File: src/rtl/cplx_pkg.sv
// Shared constants, FSM encoding and width helper for the complex dot-product MAC.
package cplx_pkg;
  localparam logic OP_SUM = 1'b0;
  localparam logic OP_SUB = 1'b1;

  typedef enum logic [1:0] {IDLE, ACCUM, DRAIN, DONE} state_t;

  // Room for one full-scale complex product term plus log2(len) of growth.
  function automatic int acc_w(input int width, input int len);
    return 2 * width + 1 + $clog2(len);
  endfunction
endpackage

File: src/rtl/complex_dot_mac_if.sv
// Sample-in / result-out handshake bundle for complex_dot_mac.
interface complex_dot_mac_if
  import cplx_pkg::*;
#(
  parameter int WIDTH = 8,
  parameter int LEN   = 16,
  parameter int ACC_W = acc_w(WIDTH, LEN)
) ();
  logic                    start;
  logic                    conj;
  logic                    inValid;
  logic                    inReady;
  logic signed [WIDTH-1:0] aReal;
  logic signed [WIDTH-1:0] aImag;
  logic signed [WIDTH-1:0] bReal;
  logic signed [WIDTH-1:0] bImag;
  logic                    outValid;
  logic                    outReady;
  logic signed [ACC_W-1:0] outReal;
  logic signed [ACC_W-1:0] outImag;
  logic                    busy;

  modport slave (
    input  start, conj, inValid, aReal, aImag, bReal, bImag, outReady,
    output inReady, outValid, outReal, outImag, busy
  );
  modport master (
    output start, conj, inValid, aReal, aImag, bReal, bImag, outReady,
    input  inReady, outValid, outReal, outImag, busy
  );
endinterface

File: src/rtl/cplx_mul_pipe.sv
// Two-stage complex multiplier: S1 registers the four partial products,
// S2 combines them into re/im, optionally against conj(b).
module cplx_mul_pipe
  import cplx_pkg::*;
#(
  parameter int WIDTH = 8
) (
  input  logic                    clk,
  input  logic                    rstn,
  input  logic                    conj,
  input  logic                    valid,
  input  logic signed [WIDTH-1:0] ar,
  input  logic signed [WIDTH-1:0] ai,
  input  logic signed [WIDTH-1:0] br,
  input  logic signed [WIDTH-1:0] bi,
  output logic signed [2*WIDTH:0] re,
  output logic signed [2*WIDTH:0] im,
  output logic                    out_valid
);
  localparam int PW = 2 * WIDTH;

  logic [2:1]           vld_pipe;
  logic signed [PW-1:0] p_rr, p_ii, p_ir, p_ri;
  logic                 conj_s1;

  function automatic logic [PW:0] sx(input logic [PW-1:0] p);
    return {p[PW-1], p};
  endfunction

  always_ff @(posedge clk or negedge rstn)
    if (!rstn) vld_pipe <= '0;
    else       vld_pipe <= {vld_pipe[1], valid};

  // Datapath needs no reset: downstream only consumes slots flagged by vld_pipe.
  always_ff @(posedge clk) begin
    p_rr    <= PW'(ar) * PW'(br);
    p_ii    <= PW'(ai) * PW'(bi);
    p_ir    <= PW'(ai) * PW'(br);
    p_ri    <= PW'(ar) * PW'(bi);
    conj_s1 <= conj;
    if (conj_s1 == OP_SUB) begin
      re <= sx(p_rr) + sx(p_ii);
      im <= sx(p_ir) - sx(p_ri);
    end else begin
      re <= sx(p_rr) - sx(p_ii);
      im <= sx(p_ir) + sx(p_ri);
    end
  end

  assign out_valid = vld_pipe[2];
endmodule

File: src/rtl/complex_dot_mac.sv
// Streaming complex dot product: sum(a*b) or sum(a*conj(b)) over LEN pairs,
// valid/ready on both sides, result held until the consumer takes it.
module complex_dot_mac
  import cplx_pkg::*;
#(
  parameter int WIDTH = 8,
  parameter int LEN   = 16
) (
  input  logic            clk,
  input  logic            rstn,
  complex_dot_mac_if.slave io
);
  localparam int CNT_W      = $clog2(LEN + 1);
  localparam int ACC_W      = acc_w(WIDTH, LEN);
  localparam int SW         = 2 * WIDTH + 1;
  // Input capture + S1 + S2 ahead of the accumulator.
  localparam int PIPE_DEPTH = 3;

  state_t                  state;
  logic [CNT_W-1:0]        cnt;
  logic                    conj_q, in_rdy, out_vld, busy_q, in_vld, s2_vld, xfer;
  logic signed [WIDTH-1:0] ar_q, ai_q, br_q, bi_q;
  logic signed [SW-1:0]    s2_re, s2_im;
  logic signed [ACC_W-1:0] acc_re, acc_im;

  assign xfer        = io.inValid & in_rdy;
  assign io.inReady  = in_rdy;
  assign io.outValid = out_vld;
  assign io.busy     = busy_q;
  assign io.outReal  = acc_re;
  assign io.outImag  = acc_im;

  always_ff @(posedge clk or negedge rstn)
    if (!rstn) begin
      state   <= IDLE;
      cnt     <= '0;
      conj_q  <= OP_SUM;
      in_rdy  <= 1'b0;
      out_vld <= 1'b0;
      busy_q  <= 1'b0;
    end else begin
      case (state)
        IDLE: if (io.start) begin
          conj_q <= io.conj;
          cnt    <= '0;
          in_rdy <= 1'b1;
          busy_q <= 1'b1;
          state  <= ACCUM;
        end
        ACCUM: if (xfer) begin
          if (cnt == CNT_W'(LEN - 1)) begin
            cnt    <= '0;
            in_rdy <= 1'b0;
            state  <= DRAIN;
          end else begin
            cnt <= cnt + CNT_W'(1);
          end
        end
        // No new samples enter here, so the pipe is empty after a fixed count.
        DRAIN: if (cnt == CNT_W'(PIPE_DEPTH)) begin
          out_vld <= 1'b1;
          state   <= DONE;
        end else begin
          cnt <= cnt + CNT_W'(1);
        end
        DONE: if (io.outReady) begin
          out_vld <= 1'b0;
          busy_q  <= 1'b0;
          state   <= IDLE;
        end
        default: state <= IDLE;
      endcase
    end

  always_ff @(posedge clk or negedge rstn)
    if (!rstn) in_vld <= 1'b0;
    else       in_vld <= xfer;

  always_ff @(posedge clk)
    if (xfer) begin
      ar_q <= io.aReal;
      ai_q <= io.aImag;
      br_q <= io.bReal;
      bi_q <= io.bImag;
    end

  cplx_mul_pipe #(.WIDTH(WIDTH)) u_mul (
    .clk      (clk),
    .rstn     (rstn),
    .conj     (conj_q),
    .valid    (in_vld),
    .ar       (ar_q),
    .ai       (ai_q),
    .br       (br_q),
    .bi       (bi_q),
    .re       (s2_re),
    .im       (s2_im),
    .out_valid(s2_vld)
  );

  always_ff @(posedge clk or negedge rstn)
    if (!rstn) begin
      acc_re <= '0;
      acc_im <= '0;
    end else if (state == IDLE && io.start) begin
      acc_re <= '0;
      acc_im <= '0;
    end else if (s2_vld) begin
      acc_re <= acc_re + {{(ACC_W-SW){s2_re[SW-1]}}, s2_re};
      acc_im <= acc_im + {{(ACC_W-SW){s2_im[SW-1]}}, s2_im};
    end
endmodule

File: src/flat_wrapper.sv
// flat-port wrapper written by rule: the top's interface ports become plain ports
module complex_dot_mac_flat import cplx_pkg::*;
#(
  parameter int WIDTH = 8,
  parameter int LEN   = 16
)
  (clk, rstn, io_start, io_conj, io_inValid, io_aReal, io_aImag, io_bReal, io_bImag, io_outReady, io_inReady, io_outValid, io_outReal, io_outImag, io_busy);
  complex_dot_mac_if #(.WIDTH(WIDTH), .LEN(LEN)) io_i ();
  input  logic clk;
  input  logic rstn;
  input wire logic [$bits(io_i.start)-1:0] io_start;
  input wire logic [$bits(io_i.conj)-1:0] io_conj;
  input wire logic [$bits(io_i.inValid)-1:0] io_inValid;
  input wire logic [$bits(io_i.aReal)-1:0] io_aReal;
  input wire logic [$bits(io_i.aImag)-1:0] io_aImag;
  input wire logic [$bits(io_i.bReal)-1:0] io_bReal;
  input wire logic [$bits(io_i.bImag)-1:0] io_bImag;
  input wire logic [$bits(io_i.outReady)-1:0] io_outReady;
  output wire logic [$bits(io_i.inReady)-1:0] io_inReady;
  output wire logic [$bits(io_i.outValid)-1:0] io_outValid;
  output wire logic [$bits(io_i.outReal)-1:0] io_outReal;
  output wire logic [$bits(io_i.outImag)-1:0] io_outImag;
  output wire logic [$bits(io_i.busy)-1:0] io_busy;
  assign io_i.start = io_start;
  assign io_i.conj = io_conj;
  assign io_i.inValid = io_inValid;
  assign io_i.aReal = io_aReal;
  assign io_i.aImag = io_aImag;
  assign io_i.bReal = io_bReal;
  assign io_i.bImag = io_bImag;
  assign io_i.outReady = io_outReady;
  assign io_inReady = io_i.inReady;
  assign io_outValid = io_i.outValid;
  assign io_outReal = io_i.outReal;
  assign io_outImag = io_i.outImag;
  assign io_busy = io_i.busy;
  complex_dot_mac #(.WIDTH(WIDTH), .LEN(LEN)) u_core (.clk(clk), .rstn(rstn), .io(io_i));
endmodule
File: config.mk
export PLATFORM = sky130hd
export DESIGN_NAME = complex_dot_mac_flat
export DESIGN_NICKNAME = d
export VERILOG_FILES = /design/src/rtl/cplx_pkg.sv /design/src/rtl/complex_dot_mac_if.sv /design/src/rtl/cplx_mul_pipe.sv /design/src/rtl/complex_dot_mac.sv /design/src/flat_wrapper.sv
export SDC_FILE = /design/constraint.sdc
export NUM_CORES = 1
export LEC_CHECK = 0
export ABC_AREA = 0
export ABC_CLOCK_PERIOD_IN_PS = 5200
export CORE_UTILIZATION = 63
export CTS_CLUSTER_DIAMETER = 30
export DETAILED_ROUTE_END_ITERATION = 10
export PLACE_DENSITY = 0.82
export SYNTH_ARGS = -nofsm -noshare
export SYNTH_HDL_FRONTEND = slang
export SYNTH_SLANG_ARGS = --single-unit
File: constraint.sdc
create_clock -name clk -period 5.2 [get_ports clk]
set_clock_uncertainty 0.15 [all_clocks]
set_input_delay 1.56 -clock clk [delete_from_list [all_inputs] [get_ports clk]]
set_output_delay 1.56 -clock clk [all_outputs]
set_load 0.005 [all_outputs]
== Yosys cells after proc, flatten, opt, wreduce, memory -nomap -nowiden ==
Cells that the tools add are included.

* Add/sub/neg operators: 7
* $mul: 4
* Equality and inequality tests: 11
* Multiplexer cells: 25
* Bitwise logic cells: 1
* Reduce and logical (&&, ||, !) cells: 13

{| class="wikitable"
|+ Operators with widths
! cell !! number
|-
| two-way mux 21 bit || 4
|-
| multiplier 8 x 8 -> 16 bit || 4
|-
| adder 21 bit || 2
|-
| adder 16 x 16 -> 17 bit || 2
|-
| two-way mux 17 bit || 2
|-
| subtractor 16 x 16 -> 17 bit || 2
|-
| two-way mux 5 bit || 4
|-
| case mux 5 bit (3 select lines) || 1
|-
| two-way mux 2 bit || 5
|-
| case mux 2 bit (4 select lines) || 1
|-
| AND reduction 4 bit || 2
|-
| nonzero test 2 bit || 4
|-
| inequality test 2 x 1 -> 1 bit (second input constant) || 3
|-
| inequality test 2 bit (second input constant) || 3
|-
| case mux 1 bit (2 select lines) || 3
|-
| AND reduction 3 bit || 2
|-
| adder 5 x 1 -> 5 bit (second input constant) || 1
|-
| == test 5 x 2 -> 1 bit (second input constant) || 1
|-
| == test 5 x 4 -> 1 bit (second input constant) || 1
|-
| two-way mux 1 bit || 5
|-
| AND reduction 5 bit || 1
|-
| == test 2 bit (second input constant) || 2
|-
| nonzero test 3 bit || 1
|-
| == test 2 x 1 -> 1 bit (second input constant) || 1
|-
| other kinds (4) || 4
|}

* Register bits after elaboration: 187
* Input port bits: 38
* Output and inout port bits: 45
* Word-level logic and storage cells: 82

== Longest topological paths before layout ==
* Word-level depth: 4
* Gate-level depth with buffers: 19
* Gate-level depth less buffers: 18

== By module ==
A second synthesis with hierarchy kept.

* Cells, all modules: 2072
* Area, all modules: 19520.0 µm²

{| class="wikitable"
|+ By module, submodules not included
! module !! instances !! cells an instance !! area an instance (µm²)
|-
| cplx_mul_pipe || 1 || 1575 || 14358.8
|-
| complex_dot_mac || 1 || 497 || 5161.2
|}

== Least setup slack after synthesis ==
No wires, ideal clock.

* Kind: register to register
* Start point: register u_core.ai_q[7]
* End point: register u_core.u_mul.p_ii[14]
* Library setup time: 0.121 ns
* Arrival: 4.175 ns
* Required time: 4.929 ns
* Slack: 0.754 ns
* Stages on the path, launching flop included: 19
* Cell sequence: edfxtp_1 > clkbuf_1 > and2_1 > fa_1 > inv_1 > fa_1 > inv_1 > fa_1 > inv_1 > fa_1 > inv_1 > ha_1 > o21ai_0 > a21boi_1 > o21ai_0 > a21oi_1 > o21ai_1 > mux2i_1 > nand2_1

* Longest elaborated chain between the ends: 1

{| class="wikitable"
|+ Ends and longest elaborated chain
! what !! RTL line !! RTL
|-
| from (decl) || complex_dot_mac.sv:22 || <nowiki>logic signed [WIDTH-1:0] ar_q, ai_q, br_q, bi_q;</nowiki>
|-
| from (signal assigned) || complex_dot_mac.sv:82 || <nowiki>ai_q <= io.aImag;</nowiki>
|-
| multiplier 8 x 8 -> 16 bit || cplx_mul_pipe.sv:37 || <nowiki>p_ii <= PW'(ai) * PW'(bi);</nowiki>
|-
| to (signal assigned) || cplx_mul_pipe.sv:37 ||
|-
| to (decl) || cplx_mul_pipe.sv:23 || <nowiki>logic signed [PW-1:0] p_rr, p_ii, p_ir, p_ri;</nowiki>
|}

Every way passes these cells.
A chain may end at the register's enable or synchronous reset.

== Worst setup path after layout ==
* Start point: register u_core.bi_q[4]
* End point: register u_core.u_mul.p_ii[14]

* Longest elaborated chain between the ends: 1

{| class="wikitable"
|+ Ends and longest elaborated chain
! what !! RTL line !! RTL
|-
| from (decl) || complex_dot_mac.sv:22 ||
|-
| from (signal assigned) || complex_dot_mac.sv:84 || <nowiki>bi_q <= io.bImag;</nowiki>
|-
| multiplier 8 x 8 -> 16 bit || cplx_mul_pipe.sv:37 ||
|}

Every way passes these cells.

==> out/qor.yml <==
clock_tree:
  clk_pin_slew_worst_paths_ps: 70
  cts-root-buf: "clkbuf_16"
  numCtsBuffers: 17
  cts_sinks: 187
  clock_path_buffers: 2
  cts_max_level: 4
  post-cts-setup-buffers: 0
  cts_resized: 0
  clkLatencyLatePin_ps: 460
  cts_tree: "built"
  hold_buffers: 0
timing:
  tightest_slew_ps: 728
  slew_headroom: 0.512
  max_clock_freq_mhz: 209
  period_share: 0.922
  drv_slew: 0
  rsz0062_at_grt: "false"
  finalSetupTns_ps: 0
  hold_viol: 0
  layout_min_cycle_time_ps: 4790
  setup_violations: 0
floorplan:
  core-area_mm2: 0.0299
  die_area_mm2: 0.0314
  ios: 83
  row_count: 63
  start_util: 0.647
  die_w_um: 177
  die_h_um: 177
finish:
  diodes: 0
  stdcell_area_mm2: 0.0211
  final_nets: 2594
  drive_gt1_frac: 0.0312
  final_cell_mix: "inv_1 (374), fa_1 (224), ha_1 (197), and2_1 (173), nand2_1 (133)"
  finish.utilization: 0.706
  syn2layout_area_growth_pct: 9.21
  final_common_cell: "inv_1"
pwr:
  finalPower_mw: 2.84
  ir_drop_uv: 221
  power_density_mw_per_mm2: 135
  p_leak_nw: 9.81
drt:
  wirelength_um: 39700
  first_iter_violations: 825
  drtPass1Iterations: 5
  ant_nets: 0
  vias: 14059
  wl_per_cell_um: 15.6
  via_per_inst: 5.54
  post-route-drc-count: 0
yosys:
  seq_area_frac_synth: 0.225
  synth_edf_count: 32
  yosysTopAreaCellShare: 0.232
  synthesis.instances: 2073
  syn_nets: 2532
  post-synth-top-area-cell: "fa_1"
  async_flop_share: 0.299
  synthTopCellsByArea: "fa_1 (23%), ha_1 (13%), dfxtp_1 (10%)"
  synth-seq-cells: 187
  syn_area_mm2: 0.0193
  yosys_warnings: 0
  syn_area_per_cell_um2: 9.32
  synth_ff_type: "dfxtp_1"
  synth_cell_types: 69
setup_path:
  path_delay_family: "adder cells"
  cp.arrival_ps: 4980
  cpPeakStageDelay_ps: 620
  crit_type: "reg -> reg"
  crit_path_end_kind: "flip-flop"
  critical_path_buf_inv_count: 4
  crit_path_start_kind: "flip-flop"
  slowest_stage: "edfxtp_1"
  worstPathCellList: "and2_1 > fa_1 > inv_1 > fa_1 > inv_1 > fa_1 > inv_1 > fa_1 > inv_1 > ha_1 > o21ai_0 > a21boi_1 > o21ai_0 > a21oi_1 > o21ai_1 > mux2i_1 > nand2_1"
  crit_fanout: 16
  cp_data_required_time_ps: 5390
hold_path:
  hp-class: "reg -> reg"
global_routing:
  grt_usage: 0.274
  grt_pass1_wl_um: 68400
  grt_max_degree: 41
  antenna_found_initial: 0
  grt_pass1_vias: 14714
  grt_overflow: 0
placed_design:
  place_congestion: 0.877
  hpwl_um: 31800
  port_buffers: 82
  post_dp_cell_area_mm2: 0.0205
outcome:
  status: "finished, final reports clean"
job:
  maxCapViolations: 0
metal layers:
layer	GRT usage	wire, um	vias to the layer above
met1	0.340	16700	6893
met4	0.0955	1040	0
met5	0	0	-
met3	0.0331	1640	70
li1	-	-	6744
met2	0.490	20300	352
final cells by class:
class,instances,area (um^2)
multi-input combinational,1461,13400
tap,390,488
inverter,375,1410
timing repair buffer,93,898
fill,2260,8780
clock buffer,19,454
clock inverter,13,126
sequential,187,4340
where the power goes:
group | leakage [nW] | internal (mW) | switching (mW) | total, mW
Combinational | 7.82 | 0.0249 | 0.0161 | 0.0409
Sequential | 1.70 | 1.48 | 0 | 1.48
Clock | 0.290 | 0.701 | 0.621 | 1.32
logic make-up (layout without fill, tap and decap cells):
kind of cell             count (synthesis)  count (layout)  synth area share
AO/OA/AOI/OAI                          288             288            0.0967
XOR/XNOR                               142             142            0.0644
adder cells (fa/ha/maj)                421             421             0.360
buffers and inverters                  425             500            0.0826
flip-flops                             187             187             0.225
multiplexers                            35              35            0.0186
AND/OR/NAND/NOR                        575             575             0.153
per-stage QoR:
step | hold WS (ps) | setup slack, ps | cells
floorplan | 181 | 754 | 2073
global placement | 182 | 528 | 2506
detailed placement | 186 | 459 | 2506
CTS | 202 | 423 | 2538
global route | 204 | 111 | 2538
finish | 201 | 408 | 2538
final timing paths:
check                                         start                                 end  slack, ps  cells past startpoint
min                         u_core.in_vld$_DFF_PN0_  u_core.u_mul.vld_pipe[1]$_DFF_PN0_        200                      0
max reg2reg                u_core.bi_q[4]$_DFFE_PP_       u_core.u_mul.p_ii[14]$_DFF_P_        410                     17
min in group asynchronous                      rstn      u_core.io.outValid$_DFFE_PN0P_        860                      1
min reg2reg                 u_core.in_vld$_DFF_PN0_  u_core.u_mul.vld_pipe[1]$_DFF_PN0_        200                      0
max in group asynchronous                      rstn    u_core.io.outImag[9]$_DFFE_PN0P_       3180                      2
max                        u_core.bi_q[4]$_DFFE_PP_       u_core.u_mul.p_ii[14]$_DFF_P_        410                     17
flip-flops by register name, indices dropped and copies added, names as in the netlist, 5 cells and up:
signal	cells
u_core.ai_q	8
u_core.u_mul.p_rr	16
u_core.u_mul.p_ir	16
u_core.io.outImag	21
u_core.u_mul.p_ri	16
u_core.u_mul.im	17
u_core.u_mul.p_ii	16
u_core.u_mul.re	17
u_core.br_q	8
u_core.ar_q	8
u_core.bi_q	8
u_core.cnt	5
u_core.io.outReal	21
synth_stat cells (5+ instances only):
| master | count |
|---|---|
| a211oi_1 | 13 |
| a21boi_1 | 7 |
| a21o_1 | 38 |
| a21oi_1 | 99 |
| a221oi_1 | 5 |
| a41oi_1 | 5 |
| and2_1 | 173 |
| and3_1 | 7 |
| clkbuf_1 | 47 |
| dfrtp_1 | 56 |
| dfxtp_1 | 99 |
| edfxtp_1 | 32 |
| fa_1 | 224 |
| ha_1 | 197 |
| inv_1 | 374 |
| mux2_2 | 6 |
| mux2i_1 | 28 |
| nand2_1 | 133 |
| nand2b_1 | 22 |
| nand3_1 | 19 |
| nor2_1 | 104 |
| nor2b_1 | 49 |
| nor3_1 | 37 |
| nor4_1 | 7 |
| o211ai_1 | 8 |
| o21a_1 | 12 |
| o21ai_0 | 40 |
| o21ai_1 | 13 |
| o21bai_1 | 6 |
| o22ai_1 | 5 |
| or3_1 | 6 |
| xnor2_1 | 114 |
| xor2_1 | 28 |
(Power assumes the default switching activity.)
